## src/rtl/ysyx_22040088_ifu.sv

```systemverilog
// ysyx_22040088_ifu - instruction fetch unit for a single-issue, non-pipelined core.
//
// Holds the architectural PC and fetches one instruction per PC over a
// valid/ready request/response memory interface. It presents the fetched
// instruction to decode and then waits for the committed next PC.
//
// Ports:
//   clk, rst           clock, synchronous active-high reset
//   nextpc_i/_valid_i  committed next PC (only sampled in COMMIT)
//   imem_req_*         fetch request (valid/ready, address = PC)
//   imem_resp_*        fetch response (valid, instruction data)
//   inst_valid_o/inst_ready_i/inst_o/pc_o  instruction handoff to decode
//   fault_o            sticky misaligned-PC fault
//   fetch_cnt_o        number of instructions accepted by decode (wraps)
module ysyx_22040088_ifu #(
   parameter logic [63:0] RESET_PC = 64'h8000_0000,
   parameter int unsigned INST_W   = 32
) (
   input  logic              clk,
   input  logic              rst,
   input  logic [63:0]       nextpc_i,
   input  logic              nextpc_valid_i,
   output logic              imem_req_valid_o,
   input  logic              imem_req_ready_i,
   output logic [63:0]       imem_addr_o,
   input  logic              imem_resp_valid_i,
   input  logic [INST_W-1:0] imem_resp_data_i,
   output logic              inst_valid_o,
   input  logic              inst_ready_i,
   output logic [INST_W-1:0] inst_o,
   output logic [63:0]       pc_o,
   output logic              fault_o,
   output logic [63:0]       fetch_cnt_o
);

   typedef enum logic [2:0] {
      S_IDLE,
      S_REQ,
      S_WAIT,
      S_OUT,
      S_COMMIT,
      S_FAULT
   } state_t;

   state_t              state;
   logic [63:0]         pc;
   logic [INST_W-1:0]   inst;
   logic                fault;
   logic [63:0]         fetch_cnt;
   logic                pc_misaligned;

   assign pc_misaligned = (pc[1:0] != 2'b00);

   always_ff @(posedge clk) begin
      if (rst) begin
         state     <= S_IDLE;
         pc        <= RESET_PC;
         inst      <= '0;
         fault     <= 1'b0;
         fetch_cnt <= '0;
      end else begin
         case (state)
            S_IDLE: begin
               state <= S_REQ;
            end
            S_REQ: begin
               // A misaligned PC never reaches memory; the request is suppressed.
               if (pc_misaligned) begin
                  state <= S_FAULT;
                  fault <= 1'b1;
               end else if (imem_req_ready_i) begin
                  state <= S_WAIT;
               end
            end
            S_WAIT: begin
               if (imem_resp_valid_i) begin
                  inst  <= imem_resp_data_i;
                  state <= S_OUT;
               end
            end
            S_OUT: begin
               if (inst_ready_i) begin
                  fetch_cnt <= fetch_cnt + 64'd1;
                  state     <= S_COMMIT;
               end
            end
            S_COMMIT: begin
               if (nextpc_valid_i) begin
                  pc    <= nextpc_i;
                  state <= S_REQ;
               end
            end
            S_FAULT: begin
               state <= S_FAULT;
            end
            default: begin
               state <= S_IDLE;
            end
         endcase
      end
   end

   // Outputs depend on registered state only.
   assign imem_req_valid_o = (state == S_REQ) && !pc_misaligned;
   assign imem_addr_o      = pc;
   assign inst_valid_o     = (state == S_OUT);
   assign inst_o           = inst;
   assign pc_o             = pc;
   assign fault_o          = fault;
   assign fetch_cnt_o      = fetch_cnt;

endmodule

```

## config.mk

```make
export PLATFORM = sky130hd
export DESIGN_NAME = ysyx_22040088_ifu
export DESIGN_NICKNAME = d
export VERILOG_FILES = /design/src/rtl/ysyx_22040088_ifu.sv
export SDC_FILE = /design/constraint.sdc
export NUM_CORES = 1
export LEC_CHECK = 0
export BUFFER_PORTS_ARGS = -buffer_cell sky130_fd_sc_hd__buf_4
export CAP_MARGIN = 40
export CORE_MARGIN = 10
export CORE_UTILIZATION = 35
export CTS_CLUSTER_DIAMETER = 100
export DETAILED_ROUTE_END_ITERATION = 8
export HOLD_SLACK_MARGIN = 0.08
export PLACE_DENSITY = 0.61
export SYNTH_ARGS = -nofsm -noshare
export SYNTH_HDL_FRONTEND = slang
export SYNTH_SLANG_ARGS = --single-unit
```

## constraint.sdc

```tcl
create_clock -name clk -period 3.4 [get_ports clk]
set_clock_uncertainty 0.1 [all_clocks]
set_input_delay 0.68 -clock clk [delete_from_list [all_inputs] [get_ports clk]]
set_output_delay 0.68 -clock clk [all_outputs]
set_load 0.05 [all_outputs]
```

Word-level counts from Yosys, hierarchy flattened. Cells that the tools add are included.

Flip-flop bits (word level): 164. Output and inout bits: 227. Logic and storage cells: 30.

Mux-type cells: 6. Add/subtract/negate cells: 1. Reduce and logical (&&, ||, !) cells: 9. Eq/ne operators: 9.

Operator list (count): adder 64 x 1 -> 64 bit, second input constant (1); case mux 3 bit (6 select lines) (1); 2-to-1 mux 3 bit (5); AND reduction 2 bit (4); equality test 3 x 2 -> 1 bit, second input constant (2); equality test 3 bit, second input constant (2); != test 2 bit, second input constant (2); AND reduction 4 bit (1); equality test 3 x 1 -> 1 bit, second input constant (1); zero test 3 bit (1); != test 3 bit, second input constant (1); != test 2 x 1 -> 1 bit, second input constant (1); nonzero test 2 bit (1); logical AND 1 bit (1); zero test 1 bit (1).

Depth between registers and ports, before layout.
Word-level depth: 3. Depth in mapped cells: 8.

Worst setup path after synthesis. OpenSTA, ideal clock, no wires.

Path type: register to output. Start point: register state[0]. End point: output imem_req_valid_o. Stages on the path, launching flop included: 4. Setup slack: 0.445 ns. Path buffers: 1. Arrival time: 2.175 ns. Cells stage by stage: dfxtp_1 -> clkbuf_1 -> nand2_1 -> nor4_1.

Word-level cells in the longest chain between the ends: 2.

RTL lines: start, declared (RTL line 45) `state_t state;`; start signal, assigned (RTL line 56) `state <= S_IDLE;`; start signal, assigned (RTL line 64) `state <= S_REQ;`; start signal, assigned (RTL line 69) `state <= S_FAULT;`; equality test 3 x 1 -> 1 bit (RTL line 104) `assign imem_req_valid_o = (state == S_REQ) && !pc_misaligned;`; logical AND 1 bit (RTL line 104); end, declared (RTL line 23) `output logic imem_req_valid_o,`.

No other way between the ends.

Worst setup path after layout.
Start point: register state[1]. End point: register fetch_cnt[50], in the netlist fetch_cnt_o[50].

Word-level cells in the longest chain between the ends: 2.

RTL lines: equality test 3 x 2 -> 1 bit (RTL line 62) `case (state)`; AND reduction 2 bit (no line); end signal, assigned (RTL line 83) `fetch_cnt <= fetch_cnt + 64'd1;`; end, declared (RTL line 49) `logic [63:0] fetch_cnt;`.

No other way between the ends. A chain may end at the register's enable or synchronous reset.

==> impl_metrics.toml <==
[run_status]
status = "completed"

[clocking]
ctsLongestPathBuffers = 2
post-cts-setup-buffers = 0
post_cts_resized = 0
clock-sinks = 164
clk_pin_slew_ps = 70
cts_max_level = 4
clk_latency_ps = 420
cts_buffers = 17
cts_hold_buf = 0
cts_tree = "yes"
root_buffer = "clkbuf_16"

[critical_path]
worstPathArrival_ps = 2950
cp_max_fo = 19
endpoint_kind = "register"
start_kind = "register"
cp.required_ps = 3650
critical_path_class = "register to register"

[finish]
final_nets = 1223
multiInputGateArea_um2 = 3010
drive_gt1_share_pct = 33.5
nFillCells = 1990
fin_util_pct = 50.3
syn_to_final_growth_pct = 41.3
regArea_um2 = 3280
finish.instance_area_um2 = 9830
antenna_cells = 0

[logic_synthesis]
synthCells = 871
avgSynthCellArea_um2 = 7.99
ys_types = 37
synth_mux_area_share_pct = 0.162
synthAdderAreaFrac_pct = 0.180
synth_top_area_cell = "dfxtp_1"
synth_edf_count = 0
ys_warn_count = 0
synth_top_area_share_pct = 47.2
synthArstFlopShare_pct = 0
synth_top_family_by_area = "simple AND/OR/NAND/NOR gates"
synthXorXnorAreaFrac_pct = 4.41
synth_compound_area_share_pct = 11.6
yosysSeqAreaShare_pct = 47.2
synth.most_common_cell = "nand2_1"
syn-cell-area_um2 = 6960
ys_seq_elements = 164
syn-num-nets = 974
netlist_top_cells_count = "nand2_1 (219), dfxtp_1 (164), a21oi_1 (125)"
synth_flop_cell = "dfxtp_1"
synth-simple-area-share_pct = 26.8
ys_top_cells_by_area = "dfxtp_1 (47%), nand2_1 (12%), a21oi_1 (9.0%)"

[hold_path]
hold_path.class = "register to register"

[timing]
setup_tns_ps = 0
holdWs_ps = 354
fmax_ghz = 0.370
worst_pin_slew_ps = 787
post-route-period-util_pct = 79.5
finalSetupViolations = 0
rsz0062_at_grt = "no"
slew_headroom_pct = 47.1
hold_violations = 0
report.final.slew_viol_count = 0
period_minus_slack_ps = 2700

[pwr]
peakVddDrop_mv = 0.273
leakage_nw = 4.06
p_per_area_nw_per_um2 = 436

[grt]
grt_pass1_wl_mm = 37.2
grt_max_degree = 75
grt_pass1_vias = 6555
antenna_found_initial = 0
track_usage_pct = 17.7
overflow = 0

[routing]
drtIter0Drc = 369
drc = 0
routedWlPerCell_um = 17.2
vias = 6732
first_pass_iters = 4
postRouteAntennaNets = 0
vias_per_cell = 4.82
wl_mm = 24.0

[placed_design]
port_buffers = 328
dpl_cell_area_um2 = 9220
dp.final_hpwl_mm = 18.2
gp_congestion = 0.789

[floorplanning]
row_count = 51
num_io_pins = 329
die_area_um2 = 25900
core_area_um2 = 19500
die_x_um = 161
initial_utilization_pct = 35.6
die_h_um = 161

[job]
maxCapViolations = 0
-- cell families (layout without fill, tap and decap cells) --
family,after synthesis,in the layout
simple gates,399,399
flops,164,164
compound gates,157,157
buf+inv,114,376
xor+xnor,35,35
fa+ha+maj,1,1
mux,1,1
-- stage by stage --
stage / total power [mW] / cells / setup slack [ps]
2_1_floorplan: 2.18 / 871 / 445
3_3_place_gp: 2.33 / 1366 / 626
3_5_place_dp: 2.33 / 1366 / 642
4_1_cts: 4.33 / 1398 / 704
5_1_grt: 4.44 / 1398 / 477
6_report: 4.28 / 1398 / 696
-- power by group --
part / switching, mW / internal, mW / total (mW)
clock network: 0.837 / 1.16 / 1.99
registers: 0.0221 / 1.94 / 1.96
logic: 0.192 / 0.132 / 0.324
total: 1.05 / 3.23 / 4.28
-- layout by cell type (no fill, tap or decap), drive strengths merged, types with 6 or more instances in the layout --
| cell type | count |
|---|---|
| buf | 337 |
| nand2 | 219 |
| dfxtp | 164 |
| a21oi | 125 |
| nor2 | 50 |
| nand4 | 31 |
| xor2 | 26 |
| o21ai | 24 |
| nand3 | 24 |
| or3 | 22 |
| clkbuf | 20 |
| nor4 | 12 |
| inv | 12 |
| and3 | 9 |
| xnor2 | 9 |
| nor3 | 8 |
| or4 | 6 |
-- critical path, stage by stage, from the launching register on --
cell      delay, ps
dfxtp_1         590
nand3b_1        240
nor4_2          590
nand3_2         400
or4_1           560
a21oi_1         150
-- flip-flops by register name, indices dropped and copies added, names as in the netlist --
| name | cells |
|---|---|
| fetch_cnt_o | 64 |
| imem_addr_o | 64 |
| inst_o | 32 |
| state | 3 |
| fault_o | 1 |
-- per-layer routing --
layer / track usage (%) / wire length [um] / vias to the layer above
met5: 0 / 0 / -
met4: 4.14 / 261 / 0
met3: 7.88 / 2220 / 15
met2: 29.2 / 11700 / 203
met1: 20.5 / 9820 / 3132
li1: - / - / 3382
-- final timing paths --
kind         startpoint               to  slack [ps]  cells past startpoint
max            state[1]  fetch_cnt_o[50]         700                      5
min           inst_o[4]        inst_o[4]         350                      2
max reg2reg    state[1]  fetch_cnt_o[50]         700                      5
min reg2reg   inst_o[4]        inst_o[4]         350                      2
-- layout make-up --
| cell class | instances | area share (%) |
|---|---|---|
| inverters | 7 | 0.267 |
| clock buffers | 20 | 4.75 |
| well taps | 265 | 3.37 |
| repair buffers | 337 | 26.1 |
| flip-flops and latches | 164 | 33.4 |
| clock inverters | 12 | 1.46 |
| multi-input cells | 593 | 30.6 |
No activity file was read; power rests on OpenSTA's default activity.
